$ cat config.mk
export PLATFORM = sky130hd
export DESIGN_NAME = fetch_unit_flat
export DESIGN_NICKNAME = d
export VERILOG_FILES = /design/src/rtl/fetch_unit_if.sv /design/src/rtl/fetch_unit.sv /design/src/flat_wrapper.sv
export SDC_FILE = /design/constraint.sdc
export NUM_CORES = 1
export LEC_CHECK = 0
export BUFFER_PORTS_ARGS = -buffer_cell sky130_fd_sc_hd__buf_2
export CAP_MARGIN = 20
export CORE_AREA = 3 3 92 94
export DETAILED_ROUTE_END_ITERATION = 10
export DIE_AREA = 0 0 95 97
export PLACE_DENSITY = 0.79
export REMOVE_ABC_BUFFERS = 1
export SYNTH_ARGS = -nofsm -noshare
export SYNTH_HDL_FRONTEND = slang
export SYNTH_SLANG_ARGS = --single-unit
$ cat constraint.sdc
create_clock -name clk -period 2.8 [get_ports clk]
set_input_delay 0.28 -clock clk [delete_from_list [all_inputs] [get_ports clk]]
set_output_delay 0.28 -clock clk [all_outputs]
set_load 0.01 [all_outputs]
$ cat src/rtl/fetch_unit_if.sv
// Instruction-memory read channel between the fetch unit (master) and memory (slave).
interface fetch_unit_if;
    logic        imem_req;
    logic [31:0] imem_addr;
    logic [31:0] imem_rdata;
    logic        imem_ack;

    modport master (
        output imem_req,
        output imem_addr,
        input  imem_rdata,
        input  imem_ack
    );

    modport slave (
        input  imem_req,
        input  imem_addr,
        output imem_rdata,
        output imem_ack
    );
endinterface

$ cat src/rtl/fetch_unit.sv
// Phase-driven instruction fetch: fetches at pc, latches ir, raises hlt on HALT_OP.
// Optional macro IFETCH_TIMEOUT_EN: a fetch still unanswered in R faults the core.
module fetch_unit #(
    parameter logic [31:0] RESET_PC = 32'h0000_0000,
    parameter logic [5:0]  HALT_OP  = 6'h3F
) (
    input  logic         clk,
    input  logic         rst,
    input  logic [4:0]   phase,
    fetch_unit_if.master imem,
    input  logic         br_taken,
    input  logic [31:0]  br_target,
    output logic [31:0]  pc,
    output logic [31:0]  ir,
    output logic         hlt,
    output logic         fault
);

    typedef enum logic [1:0] {
        IDLE = 2'd0,
        REQ  = 2'd1,
        HAVE = 2'd2,
        FLT  = 2'd3
    } state_e;

    function automatic logic is_one_hot(input logic [4:0] v);
        return (v != 5'd0) && ((v & (v - 5'd1)) == 5'd0);
    endfunction

    state_e      state_q, state_d;
    logic [31:0] pc_q, pc_d;
    logic [31:0] ir_q, ir_d;
    logic        hlt_q, hlt_d;
    logic        fault_q, fault_d;

    logic        phase_ok_s;
    logic        ph_f_s, ph_r_s, ph_x_s, ph_w_s;
    logic        req_s;
    logic        ack_s;

    // Phase decode; anything that is not exactly one bit set is treated as a no-op phase.
    always_comb begin
        phase_ok_s = is_one_hot(phase);
        ph_f_s     = (phase == 5'b00001);
        ph_r_s     = (phase == 5'b00010);
        ph_x_s     = (phase == 5'b00100);
        ph_w_s     = (phase == 5'b10000);
    end

    // Memory request is combinational so a same-cycle ack in F can complete the fetch.
    always_comb begin
        req_s = 1'b0;
        if (rst) begin
            req_s = 1'b0;
        end else if ((state_q == IDLE) && ph_f_s) begin
            req_s = 1'b1;
        end else if ((state_q == REQ) && phase_ok_s) begin
            req_s = 1'b1;
        end else begin
            req_s = 1'b0;
        end
        ack_s = req_s & imem.imem_ack;
    end

    assign imem.imem_req  = req_s;
    assign imem.imem_addr = pc_q;

    // Next-state, instruction capture and halt/fault detection.
    always_comb begin
        state_d = state_q;
        ir_d    = ir_q;
        hlt_d   = hlt_q;
        fault_d = fault_q;
        case (state_q)
            IDLE: begin
                if (ph_f_s) begin
                    if (ack_s) begin
                        state_d = HAVE;
                        ir_d    = imem.imem_rdata;
                    end else begin
                        state_d = REQ;
                    end
                end else begin
                    state_d = IDLE;
                end
            end
            REQ: begin
                if (ack_s) begin
                    state_d = HAVE;
                    ir_d    = imem.imem_rdata;
`ifdef IFETCH_TIMEOUT_EN
                end else if (ph_r_s) begin
                    state_d = FLT;
                    fault_d = 1'b1;
                    hlt_d   = 1'b1;
`else
                end else if (ph_r_s) begin
                    // Without the timeout the request simply stays open for a later ack.
                    state_d = REQ;
`endif
                end else begin
                    state_d = REQ;
                end
            end
            HAVE: begin
                if (ph_w_s) begin
                    state_d = IDLE;
                end else begin
                    state_d = HAVE;
                end
                if (ph_x_s && (ir_q[31:26] == HALT_OP)) begin
                    hlt_d = 1'b1;
                end else begin
                    hlt_d = hlt_q;
                end
            end
            FLT: begin
                state_d = FLT;
            end
            default: begin
                state_d = IDLE;
            end
        endcase
    end

    // pc advances only in W and freezes once the core is halted or faulted.
    always_comb begin
        pc_d = pc_q;
        if (ph_w_s && !hlt_q && !fault_q) begin
            if (br_taken) begin
                pc_d = br_target;
            end else begin
                pc_d = pc_q + 32'd4;
            end
        end else begin
            pc_d = pc_q;
        end
    end

    // State registers with synchronous reset; reset drops any outstanding fetch.
    always_ff @(posedge clk) begin
        if (rst) begin
            state_q <= IDLE;
            pc_q    <= RESET_PC;
            ir_q    <= 32'h0000_0000;
            hlt_q   <= 1'b0;
            fault_q <= 1'b0;
        end else begin
            state_q <= state_d;
            pc_q    <= pc_d;
            ir_q    <= ir_d;
            hlt_q   <= hlt_d;
            fault_q <= fault_d;
        end
    end

    assign pc    = pc_q;
    assign ir    = ir_q;
    assign hlt   = hlt_q;
    assign fault = fault_q;

endmodule

$ cat src/flat_wrapper.sv
// flat-port wrapper written by rule: the top's interface ports become plain ports
module fetch_unit_flat 
#(
    parameter logic [31:0] RESET_PC = 32'h0000_0000,
    parameter logic [5:0]  HALT_OP  = 6'h3F
)
  (clk, rst, phase, br_taken, br_target, pc, ir, hlt, fault, imem_imem_req, imem_imem_addr, imem_imem_rdata, imem_imem_ack);
  fetch_unit_if imem_i ();
  input  logic clk;
  input  logic rst;
  input  logic [4:0] phase;
  input  logic br_taken;
  input  logic [31:0] br_target;
  output logic [31:0] pc;
  output logic [31:0] ir;
  output logic hlt;
  output logic fault;
  output wire logic [$bits(imem_i.imem_req)-1:0] imem_imem_req;
  output wire logic [$bits(imem_i.imem_addr)-1:0] imem_imem_addr;
  input wire logic [$bits(imem_i.imem_rdata)-1:0] imem_imem_rdata;
  input wire logic [$bits(imem_i.imem_ack)-1:0] imem_imem_ack;
  assign imem_imem_req = imem_i.imem_req;
  assign imem_imem_addr = imem_i.imem_addr;
  assign imem_i.imem_rdata = imem_imem_rdata;
  assign imem_i.imem_ack = imem_imem_ack;
  fetch_unit #(.RESET_PC(RESET_PC), .HALT_OP(HALT_OP)) u_core (.clk(clk), .rst(rst), .phase(phase), .imem(imem_i), .br_taken(br_taken), .br_target(br_target), .pc(pc), .ir(ir), .hlt(hlt), .fault(fault));
endmodule
* Yosys cells after proc, flatten, opt, wreduce, memory -nomap -nowiden
Index checks and enable logic that the tools add are counted.
Cells by class: equality and inequality tests 8, bitwise gates (word level) 2, multiplexer cells 11, reduce and logical (&&, ||, !) cells 12, add/sub/neg operators 2
Operators with widths (count):
- two-way mux 32 bit | 3
- case mux 32 bit (2 select lines) | 1
- adder 32 x 3 -> 32 bit (second input constant) | 1
- case mux 2 bit (4 select lines) | 1
- == test 6 bit (second input constant) | 1
- two-way mux 2 bit | 3
- bitwise AND 5 bit | 1
- == test 5 x 1 -> 1 bit (second input constant) | 1
- == test 5 x 3 -> 1 bit (second input constant) | 1
- == test 5 bit (second input constant) | 1
- logical AND 1 bit | 5
- logical NOT 5 bit | 1
- nonzero test 5 bit | 1
- subtractor 5 x 1 -> 5 bit (second input constant) | 1
- == test 2 bit (second input constant) | 2
- AND reduction 2 bit | 2
- two-way mux 1 bit | 3
- == test 2 x 1 -> 1 bit (second input constant) | 1
- logical NOT 2 bit | 1
- inequality test 2 x 1 -> 1 bit (second input constant) | 1
- nonzero test 2 bit | 1
- bitwise AND 1 bit | 1
- logical NOT 1 bit | 1
Storage, ports and cells: output and inout port bits 99, flip-flop bits (word level) 67, input port bits 73

* Depth between registers and ports, before layout
Gate-level depths: netlist of the first run.
depth after elaboration 12, gate-level depth with buffers 8, depth with buffers taken out 6

* Worst setup path after synthesis of the first run
No wires, ideal clock.
kind register to register, start point reg u_core.pc_q[2], in the netlist u_core.imem.imem_addr[2], end point reg u_core.pc_q[24], in the netlist u_core.imem.imem_addr[24], required time 2.683 ns, period minus slack after synthesis 2.075 ns, path slack 0.725 ns, cell stages (with the launch flop) 8, buffers on the path 1, data arrival time 1.957 ns, path through dfxtp_1 > ha_1 > and4_1 > clkbuf_1 > nand3_1 > nor4_2 > o21ai_0 > a32o_1
Between the ends: word-level cells in the longest chain between the ends 2
Ends and longest elaborated chain:
- from (decl) | RTL line fetch_unit.sv:31 | logic [31:0] pc_q, pc_d;
- from (signal assigned) | RTL line fetch_unit.sv:150 | pc_q <= pc_d;
- adder 32 x 3 -> 32 bit | RTL line fetch_unit.sv:133 | pc_d = pc_q + 32'd4;
- two-way mux 32 bit | RTL line fetch_unit.sv:130 | if (br_taken) begin
No other way between the ends. A chain may end at the register's enable or synchronous reset.

* Worst setup path in the final report of the first run
start point reg u_core.pc_q[2], in the netlist u_core.imem.imem_addr[2], end point reg u_core.pc_q[18], in the netlist u_core.imem.imem_addr[18]
The elaborated chain is that of the path after synthesis.

==> results of run 1 <==
-- flip-flops by register name, indices dropped and copies added, names as in the netlist --
signal                 flops
u_core.state_q             2
u_core.imem.imem_addr     32
u_core.ir                 32
u_core.hlt                 1
-- layout make-up --
type	count	area [µm²]	share of cell area
Tap cell	102	128	0.0282
Multi-Input combinational cell	297	1860	0.412
Inverter	9	33.8	0.00748
Timing Repair Buffer	178	911	0.202
Antenna cell	1	2.50	0.000554
Clock inverter	7	116	0.0257
Sequential cell	67	1340	0.297
Clock buffer	9	124	0.0274
-- routing by layer --
metal | part of all wire | track usage
met1 | 0.40 | 0.267
met2 | 0.48 | 0.381
met3 | 0.11 | 0.0910
met4 | 0.016 | 0.0744
met5 | 0 | 0
-- logic make-up (layout without fill, tap and decap cells) --
family / Yosys count / count (layout) / synth area share
simple gates: 162 / 162 / 0.226
compound gates: 95 / 95 / 0.176
other cells: 1 / 2 / 0.00105
xor+xnor: 1 / 1 / 0.00244
mux: 37 / 37 / 0.104
buf+inv: 72 / 203 / 0.113
fa+ha+maj: 1 / 1 / 0.00349
flops: 67 / 67 / 0.374
-- layout by cell type, fill, tap and decap left out, types with 4 or more instances in the layout --
| cell type | netlist | final |
|---|---|---|
| buf_2 | 8 | 170 |
| dfxtp_1 | 67 | 67 |
| nor2_1 | 60 | 60 |
| mux2i_1 | 36 | 36 |
| nand2_1 | 25 | 25 |
| a21oi_1 | 21 | 21 |
| o21ai_0 | 17 | 17 |
| a31oi_1 | 15 | 15 |
| nand3_1 | 13 | 13 |
| nand4_1 | 13 | 13 |
| nor3_1 | 12 | 11 |
| and3_1 | 10 | 10 |
| clkbuf_8 | 0 | 9 |
| inv_1 | 8 | 8 |
| buf_4 | 33 | 8 |
| a211oi_1 | 6 | 6 |
| and4_1 | 5 | 5 |
| a311o_1 | 5 | 5 |
| a22oi_1 | 4 | 4 |
| a311oi_1 | 5 | 4 |
| or3_1 | 4 | 4 |
| o22ai_1 | 4 | 4 |
| o31ai_1 | 4 | 4 |
-- worst max-delay path: cells and delay by family (launching register included) --
kind,cells,cell delay (ps)
flops,1,440
compound gates,1,180
fa+ha+maj,1,270
simple gates,4,1220
-- through the flow --
stage	utilization	worst slack (ps)	setup TNS [ps]	std cells	instance area [µm²]
2_1_floorplan	-	-2270	-86280	373	3220
3_3_place_gp	0.553	514	0	653	4280
3_5_place_dp	0.553	480	0	653	4280
4_1_cts	0.585	644	0	669	4520
5_1_grt	0.585	479	0	670	4520
6_report	0.585	625	0	670	4520
-- where the power goes --
| group | leakage (nW) | internal, W | switching (W) |
|---|---|---|---|
| registers | 0.540 | 0.000962 | 0.0000119 |
| logic | 1.34 | 0.0000785 | 0.0000961 |
| clock network | 0.119 | 0.000590 | 0.000391 |
| total | 2.00 | 0.00163 | 0.000499 |
-- how the worst max path moves through the flow --
stage                                           end                      from  slack [ps]  depth (start not counted)
after floorplan                        u_core.ir[0]                  phase[2]       -2270                          5
after global placement     u_core.imem.imem_addr[2]                  phase[1]         510                          6
after detailed placement   u_core.imem.imem_addr[2]                  phase[1]         480                          6
after CTS                 u_core.imem.imem_addr[18]  u_core.imem.imem_addr[2]         640                          6
after global routing      u_core.imem.imem_addr[18]  u_core.imem.imem_addr[2]         480                          6
final                     u_core.imem.imem_addr[18]  u_core.imem.imem_addr[2]         620                          6
==> metrics.txt, run 1 <==
run status=completed; sequential area share after synthesis=0.374; DRC=0; Die X=95 µm; Total Die Area=0.00922 mm²; H-tree level count=3; Buffers on Ports=170; Max-slew headroom=0.460; initial standard-cell utilization of the core=0.464; Hold Fails Final Rpt=0; ratio of cells with drive above 1 in the final layout=0.353; number of flip-flops and latches in the synthesized netlist=67; Critical Path Start Type=register; all-layer global routing usage=0.229; Detailed Routing Iterations Pass 1=5; cells after synthesis=436; Top FF cell, synth=dfxtp_1; CP max FO=7; Worst Max-Slew Pin Slew=803 ps; layout filler cell count=746; worst r2r src=u_core.imem.imem_addr[2]; type of the tightest min-delay check=in -> reg; dpl hpwl=7680 µm; Setup Crit Path Kind=reg -> reg; buffers inserted by post-CTS timing repair=0; total of hold buffers inserted after clock tree synthesis=0; maximum number of buffers from clock root to sink=2; height of the chip=97 µm; capture instance of the worst register-to-register path=u_core.imem.imem_addr[18]; cell with the most instances after synthesis=dfxtp_1; total via count after detailed routing=3,788; overall power consumption=0.00213 W; Synth top area share=0.374; residual antenna-violating net count after detailed routing=0; Largest stage delay, worst path=440 ps; Post-layout nets=636; max-capacitance violation count=0; start point of the worst hold path=imem_imem_rdata[24]; largest area contributor in the synthesized netlist=dfxtp_1; final-report max-slew violation count=0; post-route clock period utilization=0.777; Starting DRT DRC Count=271; final worst hold slack=170 ps; CP cell instances=ha_1 -> and4_1 -> and3_1 -> nand3_1 -> or4_1 -> a31oi_1; top post-synthesis cells by area=dfxtp_1 37%, mux2i_1 10%, buf_4 6.9%; final wirelength=10,600 µm; CTS tree=built; critical path data required time=3070 ps; maximum number of pins on one net before global-route repair=59; endpoint kind of the worst setup timing path=register; I/O pins=172; Crit-path slowest cell=dfxtp_1; Max Clk Rate=460 MHz; r2r setup slk=620 ps; number of cells traversed by the worst register-to-register path=6; count of yosys warnings during synthesis=0; clock latency of the later-clocked register in the worst-skew pair=350 ps; fraction of synthesis flops using an asynchronous set or reset pin=0; Netlist cell types=50; setup repair after global routing missed its margin=false; global placer's final weighted congestion=0.875; PwrDens=471 mW/mm²; number of flops mapped to enable cells by yosys=0; CTS clock-pin slew for the worst setup and hold paths=80 ps; post-cts sizing count=0; Post-synth top cells=67 x dfxtp_1, 60 x nor2_1, 36 x mux2i_1; first-pass GRT wire length=17,100 µm; WHS Path Cells=3; Setup Viol. Count Final=0; maximum ir drop on the vdd rail=0.000315 V; Clock Skew=11.7 ps; syn_area_per_cell=8.23 µm²; layout overhead on the synthesized area=26.0%; Std-Cell Rows=32; TritonCTS sink count=67; number of antenna violations at the first check in global routing=1; buffer type at the clock tree root=clkbuf_8; hold endpoint=u_core.ir[24]; data arrival at the endpoint of the critical path=2440 ps; number of global-route vias before repair=3,577; grt total ovfl=0; final critical path time including I/O delays and setup=2180 ps; leak pwr=2.00 nW; DR vias/cell=5.65; total CTS buffers=9; Synth Cell Area=0.00359 mm²; DR WL/cell=15.8 µm; area inside the core boundary=0.00773 mm²
Note: power is estimated with default switching activity, not from simulation.
==> inputs of run 2 (changes only) <==
--- a/config.mk
+++ b/config.mk
@@ -5,12 +5,13 @@
 export SDC_FILE = /design/constraint.sdc
 export NUM_CORES = 1
 export LEC_CHECK = 0
+export ABC_AREA = 1
 export BUFFER_PORTS_ARGS = -buffer_cell sky130_fd_sc_hd__buf_2
 export CAP_MARGIN = 20
-export CORE_AREA = 3 3 92 94
+export CORE_AREA = 3 3 100 102
 export DETAILED_ROUTE_END_ITERATION = 10
-export DIE_AREA = 0 0 95 97
-export PLACE_DENSITY = 0.79
+export DIE_AREA = 0 0 103 105
+export PLACE_DENSITY = 0.76
 export REMOVE_ABC_BUFFERS = 1
 export SYNTH_ARGS = -nofsm -noshare
 export SYNTH_HDL_FRONTEND = slang
==> constraint.sdc (replaced) <==
create_clock -name clk -period 1.8 [get_ports clk]
set_input_delay 0.18 -clock clk [delete_from_list [all_inputs] [get_ports clk]]
set_output_delay 0.18 -clock clk [all_outputs]
set_load 0.01 [all_outputs]
==> run 2 against run 1 <==
Global-route usage shrank 1.8 points. Register-to-register slack worse by 410 ps. Power is 50% higher. Non-clock buffer count grew 12. Combinational power up 39%. Sequential power is 55% higher.
==> metrics.txt, run 2 <==
overall power consumption=0.00320 W (+50%); DR WL/cell=12.7 µm (-20%); Crit-path slowest cell=dfxtp_1; CTS tree=built; Synth top area share=0.334 (-0.0401); max-capacitance violation count=0 (unchanged); maximum number of pins on one net before global-route repair=67 (+14%); Netlist cell types=29 (-42%); fraction of synthesis flops using an asynchronous set or reset pin=0 (unchanged); height of the chip=105 µm (+8.2%); type of the tightest min-delay check=in -> reg; least setup slack across all paths after layout=216 ps (-409 ps); XOR/XNOR Fraction of Synth Area=0.00872 (+0.00628); capture instance of the worst register-to-register path=u_core.imem.imem_addr[19]; run status=completed; layout overhead on the synthesized area=24.8%; Clock Skew=8.07 ps (-3.59 ps); top post-synthesis cells by area=dfxtp_1 33%, nand2_1 19%, nor2_1 15%; Post-synth top cells=208 x nand2_1, 164 x nor2_1, 67 x dfxtp_1; layout filler cell count=964 (+29%); final wirelength=11,800 µm (+11%); total CTS buffers=9 (unchanged); number of antenna repair diodes=0 (-1); mux contribution to synthesized area=0 (-0.104); clock latency of the later-clocked register in the worst-skew pair=340 ps (about the same); hold endpoint=u_core.ir[4]; largest area contributor in the synthesized netlist=dfxtp_1; H-tree level count=3 (unchanged); Top cell by count, worst path=nor2_1; Synth Area in Compound Gates=0.0604 (-0.116); first-pass GRT wire length=18,300 µm (+7.1%); Setup Crit Path Kind=reg -> reg; grt total ovfl=0 (unchanged); count of yosys warnings during synthesis=0 (unchanged); residual antenna-violating net count after detailed routing=0 (unchanged); total via count after detailed routing=4,455 (+18%); main combinational cell family by area after synthesis=simple AND/OR/NAND/NOR gates; Std-Cell Rows=35 (+9.4%); TritonCTS sink count=67 (unchanged); leading cell type in the layout, fill and taps excluded=nand2_1; Total Die Area=0.0108 mm² (+17%); final-report max-slew violation count=0 (unchanged); I/O pins=172 (unchanged); worst r2r src=u_core.imem.imem_addr[5]; CTS clock-pin slew for the worst setup and hold paths=80 ps (about the same); Die X=103 µm (+8.4%); critical path data required time=2030 ps (-1040 ps); number of flip-flops and latches in the synthesized netlist=67 (unchanged); endpoint kind of the worst setup timing path=register; Setup Viol. Count Final=0 (unchanged); leak pwr=2.56 nW (+28%); Max Clk Rate=631 MHz (+37%); number of antenna violations at the first check in global routing=0 (-1); buffer type at the clock tree root=clkbuf_8; setup slack at placement=205 ps (-275 ps); arithmetic-cell share of the synthesized area counting full adders, half adders and majority gates=0.00311 (-0.000374); WHS Path Cells=3 (unchanged); sequential area share after synthesis=0.334 (-0.0401); Critical Path Start Type=register; number of cells traversed by the worst register-to-register path=9 (+3); ratio of cells with drive above 1 in the final layout=0.267 (-0.0853); Top FF cell, synth=dfxtp_1; syn_area_per_cell=5.98 µm² (-27%); commonest non-fill, non-tap cells in the layout=208 x nand2_1, 170 x buf_2, 164 x nor2_1; post-route clock period utilization=0.880 (+0.103); Detailed Routing Iterations Pass 1=5 (unchanged); area fraction in and, or, nand and nor cells after synthesis=0.437 (+0.211); start point of the worst hold path=imem_imem_rdata[4]; maximum ir drop on the vdd rail=0.000355 V (+13%); cells after synthesis=672 (+54%); CP cell instances=nand2_1 -> nor2_2 -> nand2_1 -> inv_1 -> nand3_1 -> nor2_1 -> a21oi_1 -> nor2_1 -> nor2_1; Post-layout nets=888 (+40%); number of flops mapped to enable cells by yosys=0 (unchanged); r2r setup slk=220 ps (-410 ps); initial standard-cell utilization of the core=0.437 (-0.0273); final critical path time including I/O delays and setup=1580 ps (-591 ps); dpl hpwl=9030 µm (+18%); total of hold buffers inserted after clock tree synthesis=0 (unchanged); number of global-route vias before repair=3,876 (+8.4%); maximum number of buffers from clock root to sink=2 (unchanged); setup repair after global routing missed its margin=false; Largest stage delay, worst path=450 ps (about the same); DR vias/cell=4.79 (-15%); data arrival at the endpoint of the critical path=1820 ps (-620 ps); DRC=0 (unchanged); Hold Fails Final Rpt=0 (unchanged); Buffers on Ports=170 (unchanged); all-layer global routing usage=0.212 (-0.0176); final worst hold slack=48.8 ps (-121 ps); Starting DRT DRC Count=229 (-15%); global placer's final weighted congestion=0.935 (+6.9%); Synth Cell Area=0.00402 mm² (+12%); area inside the core boundary=0.00920 mm² (+19%); CP max FO=7 (unchanged); PwrDens=638 mW/mm² (+35%); cell with the most instances after synthesis=nand2_1
==> run 2: changes by cell type after synthesis, sizes merged, moves of 7 or more <==
cell,before,now
a31oi,15,6
and3,10,0
buf,42,51
clkbuf,21,8
inv,8,61
mux2i,36,0
nand2,25,208
nand3,13,36
nand4,13,6
nor2,60,169
==> run 2: critical path: cells and delay by family, from the launching register on <==
family / cells / cell delay [ps]
AND/OR/NAND/NOR: 7 / 820
flip-flops: 1 / 450
buffers and inverters: 1 / 140
AO/OA/AOI/OAI: 1 / 70
==> run 2: how the worst max path moves through the flow <==
stage | end | cells after the start | from
after global placement | u_core.imem.imem_addr[16] | 7 | u_core.imem.imem_addr[6]
after CTS | u_core.imem.imem_addr[22] | 9 | u_core.imem.imem_addr[8]
final | u_core.imem.imem_addr[19] | 9 | u_core.imem.imem_addr[5]
after floorplan | u_core.imem.imem_addr[16] | 7 | u_core.hlt
after global routing | u_core.imem.imem_addr[31] | 9 | u_core.imem.imem_addr[4]
after detailed placement | u_core.imem.imem_addr[22] | 9 | u_core.imem.imem_addr[6]
==> run 2: metal layers <==
metal  routed length [µm]  vias to the layer above  track usage  share of wire
met2                 5530                      207        0.360           0.47
met4                  127                        0       0.0537          0.011
met1                 5020                     1912        0.265           0.42
li1                     -                     2320            -              -
met5                    0                        -            0              0
met3                 1140                       16       0.0507          0.096
==> run 2: cells by family (layout without fill, tap and decap cells) <==
group | Yosys count | count (layout)
and+or+nand+nor | 435 | 435
adders and majority gates | 1 | 1
xor gates and xnor gates | 4 | 4
DFF | 67 | 67
other | 1 | 1
AOI/OAI and AO/OA | 44 | 44
buffers and inverters | 120 | 267
==> run 2: repair_timing <==
action	4_1_cts	5_1_grt
gates resized for setup	0	4
endpoints found under the setup margin	0	2
hold endpoints to repair	0	0
buffers inserted	0	0
==> run 2: final cells by class <==
cell class                      instances  area [µm²]  share of cell area
Inverter                               61         229              0.0457
Clock inverter                          7        98.8              0.0197
Clock buffer                            9         124              0.0247
Sequential cell                        67        1350               0.268
Timing Repair Buffer                  190        1030               0.205
Tap cell                              111         139              0.0277
Multi-Input combinational cell        485        2050               0.409
==> run 2: power breakdown <==
| group | internal (W) | switching, W |
|---|---|---|
| combinational | 0.000108 | 0.000136 |
| clock | 0.000793 | 0.000654 |
| sequential | 0.00150 | 0.0000140 |
==> run 2: through the flow <==
stage          TNS [ps]  utilization  instance area (µm²)  instances
3_3_place_gp          0        0.520                 4790        914
2_1_floorplan    -24800            -                 3620        613
3_5_place_dp          0        0.520                 4790        914
5_1_grt               0        0.545                 5010        930
4_1_cts               0        0.545                 5010        930
6_report              0        0.545                 5010        930
==> inputs of run 3 (changes only) <==
--- a/config.mk
+++ b/config.mk
@@ -8,9 +8,9 @@
 export ABC_AREA = 1
 export BUFFER_PORTS_ARGS = -buffer_cell sky130_fd_sc_hd__buf_2
 export CAP_MARGIN = 20
-export CORE_AREA = 3 3 100 102
+export CORE_AREA = 8 8 105 107
 export DETAILED_ROUTE_END_ITERATION = 10
-export DIE_AREA = 0 0 103 105
+export DIE_AREA = 0 0 113 115
 export PLACE_DENSITY = 0.76
 export REMOVE_ABC_BUFFERS = 1
 export SYNTH_ARGS = -nofsm -noshare
==> run 3 against run 2 <==
First-iteration DRC count grew 72%. Clock-buffer cell count is the same. Die area is 20% higher. Cell count increased by 0.54%. Largest cell class unchanged. Non-clock buffer count is 2 higher.
==> metrics.txt, run 3 (synthesis results as in run 2) <==
run status=completed; critical path data required time=2080 ps (+50 ps); Fin Setup TNS=0 ps (unchanged); Max Clk Rate=613 MHz (-2.9%); grt total ovfl=0 (unchanged); CTS tree=built; max-capacitance violation count=0 (unchanged); PwrDens=632 mW/mm² (-1.0%); global placer's final weighted congestion=0.911 (-2.6%); final worst hold slack=54.0 ps (+5.19 ps); leak pwr=2.57 nW (+0.26%); number of antenna repair diodes=0 (unchanged); number of global-route vias before repair=4,271 (+10%); ratio of cells with drive above 1 in the final layout=0.268 (+0.000567); data arrival at the endpoint of the critical path=1910 ps (+90 ps); maximum ir drop on the vdd rail=0.000535 V (+51%); clock latency of the later-clocked register in the worst-skew pair=340 ps (about the same); busiest metal layer after global routing=met2; CTS clock-pin slew for the worst setup and hold paths=90 ps (about the same); overall power consumption=0.00317 W (-0.81%); post-route clock period utilization=0.906 (+0.0261); number of antenna violations at the first check in global routing=0 (unchanged); WHS Path Cells=3 (unchanged); maximum number of pins on one net before global-route repair=41 (-39%); Setup Crit Path Kind=reg -> reg; buffer type at the clock tree root=clkbuf_8; DRC=0 (unchanged); dpl hpwl=9820 µm (+8.8%); r2r setup slk=170 ps (-50 ps); final wirelength=12,500 µm (+6.1%); total CTS buffers=9 (unchanged); layout overhead on the synthesized area=25.0%; total via count after detailed routing=4,505 (+1.1%); dpl cells=919 (+0.55%); number of cells traversed by the worst register-to-register path=8 (-1); DR vias/cell=4.82 (+0.58%); worst r2r src=u_core.imem.imem_addr[8]; H-tree level count=3 (unchanged); start point of the worst hold path=imem_imem_rdata[2]; Buffers on Ports=170 (unchanged); buffers inserted by post-CTS timing repair=0 (unchanged); leading cell type in the layout, fill and taps excluded=nand2_1; area inside the core boundary=0.00946 mm² (+2.9%); Die X=113 µm (+9.7%); final standard cell area without fillers=0.00502 mm² (+0.22%); Total Die Area=0.0130 mm² (+20%); CP max FO=6 (-1); all-layer global routing usage=0.190 (-0.0214); maximum number of buffers from clock root to sink=2 (unchanged); number of non-filler instances in the completed layout=935 (+0.54%); Hold Fails Final Rpt=0 (unchanged); placement-stage cell area=0.00479 mm² (+0.13%); Starting DRT DRC Count=393 (+72%); Detailed Routing Iterations Pass 1=4 (-1); type of the tightest min-delay check=in -> reg; endpoint kind of the worst setup timing path=register; capture instance of the worst register-to-register path=u_core.imem.imem_addr[21]; Setup Viol. Count Final=0 (unchanged); met1 track utilization from global routing=0.228 (-0.0371); met2 global-route usage=0.325 (-0.0352); initial standard-cell utilization of the core=0.425 (-0.0121); first-pass GRT wire length=20,300 µm (+11%); TritonCTS sink count=67 (unchanged); residual antenna-violating net count after detailed routing=0 (unchanged); met3 Usage GRT=0.0520 (+0.00126); Clock Skew=14.0 ps (+5.97 ps); final-report max-slew violation count=0 (unchanged); height of the chip=115 µm (+9.5%); DR WL/cell=13.4 µm (+5.6%); Std-Cell Rows=36 (+2.9%); setup repair after global routing missed its margin=false; Critical Path Start Type=register; final critical path time including I/O delays and setup=1630 ps (+47.0 ps); Post-layout nets=890 (+0.23%); I/O pins=172 (unchanged); commonest non-fill, non-tap cells in the layout=208 x nand2_1, 170 x buf_2, 164 x nor2_1; hold endpoint=u_core.ir[2]
## run 3: cell types whose count changed in the layout (fill, tap and decap cells not counted)
| cell | before | now |
|---|---|---|
| nand3_1 | 35 | 34 |
| dfxtp_1 | 64 | 67 |
| clkinvlp_4 | 1 | 0 |
| buf_12 | 2 | 1 |
| clkinv_4 | 0 | 2 |
| ha_1 | 1 | 0 |
| buf_4 | 18 | 21 |
| nand3_2 | 1 | 2 |
| ha_2 | 0 | 1 |
| dfxtp_2 | 3 | 0 |
| inv_6 | 3 | 2 |
## run 3: worst max-delay path by stage
stage	startpoint	endpoint	slack (ps)
global placement	u_core.imem.imem_addr[2]	u_core.imem.imem_addr[22]	210
finish	u_core.imem.imem_addr[8]	u_core.imem.imem_addr[21]	170
CTS	u_core.imem.imem_addr[3]	u_core.imem.imem_addr[16]	160
global route	u_core.imem.imem_addr[3]	u_core.imem.imem_addr[22]	20
detailed placement	u_core.imem.imem_addr[3]	u_core.imem.imem_addr[16]	170
floorplan	u_core.hlt	u_core.imem.imem_addr[16]	-1000
## run 3: repair_timing
action	CTS	global route
hold buffers	0	0
gates resized for setup	0	3
setup endpoints to repair	0	2
## run 3: final cells by class
cell class / count / area (µm²)
well taps: 114 / 143
clock inverters: 7 / 100
fillers: 1003 / 4440
inverters: 61 / 229
repair buffers: 192 / 1030
multi-input cells: 485 / 2060
clock buffers: 9 / 124
flip-flops and latches: 67 / 1340
## run 3: stage by stage
| step | worst slack [ps] | utilization |
|---|---|---|
| 3_5_place_dp | 169 | 0.507 |
| 2_1_floorplan | -998 | - |
| 6_report | 169 | 0.531 |
| 5_1_grt | 22.2 | 0.531 |
| 4_1_cts | 158 | 0.530 |
| 3_3_place_gp | 214 | 0.507 |
## run 3: power breakdown
part / switching, W / internal, W / leakage, nW / total, W
sequential: 0.0000134 / 0.00150 / 0.540 / 0.00151
combinational: 0.000133 / 0.000106 / 1.91 / 0.000239
clock: 0.000635 / 0.000792 / 0.114 / 0.00143
## run 3: per-layer routing
metal / up-vias / share of wire
li1: 2329 / -
met1: 1975 / 0.44
met2: 184 / 0.47
met3: 17 / 0.077
met5: - / 0
met4: 0 / 0.015
## run 3: worst max-delay path: stages, from the launching register on
cell and delay, ps:
dfxtp_1 440, nand2_1 140, nor2_2 170, nand2_1 130
nor3_1 390, nand2_1 90, nand2_1 70, inv_1 40
a21oi_1 100
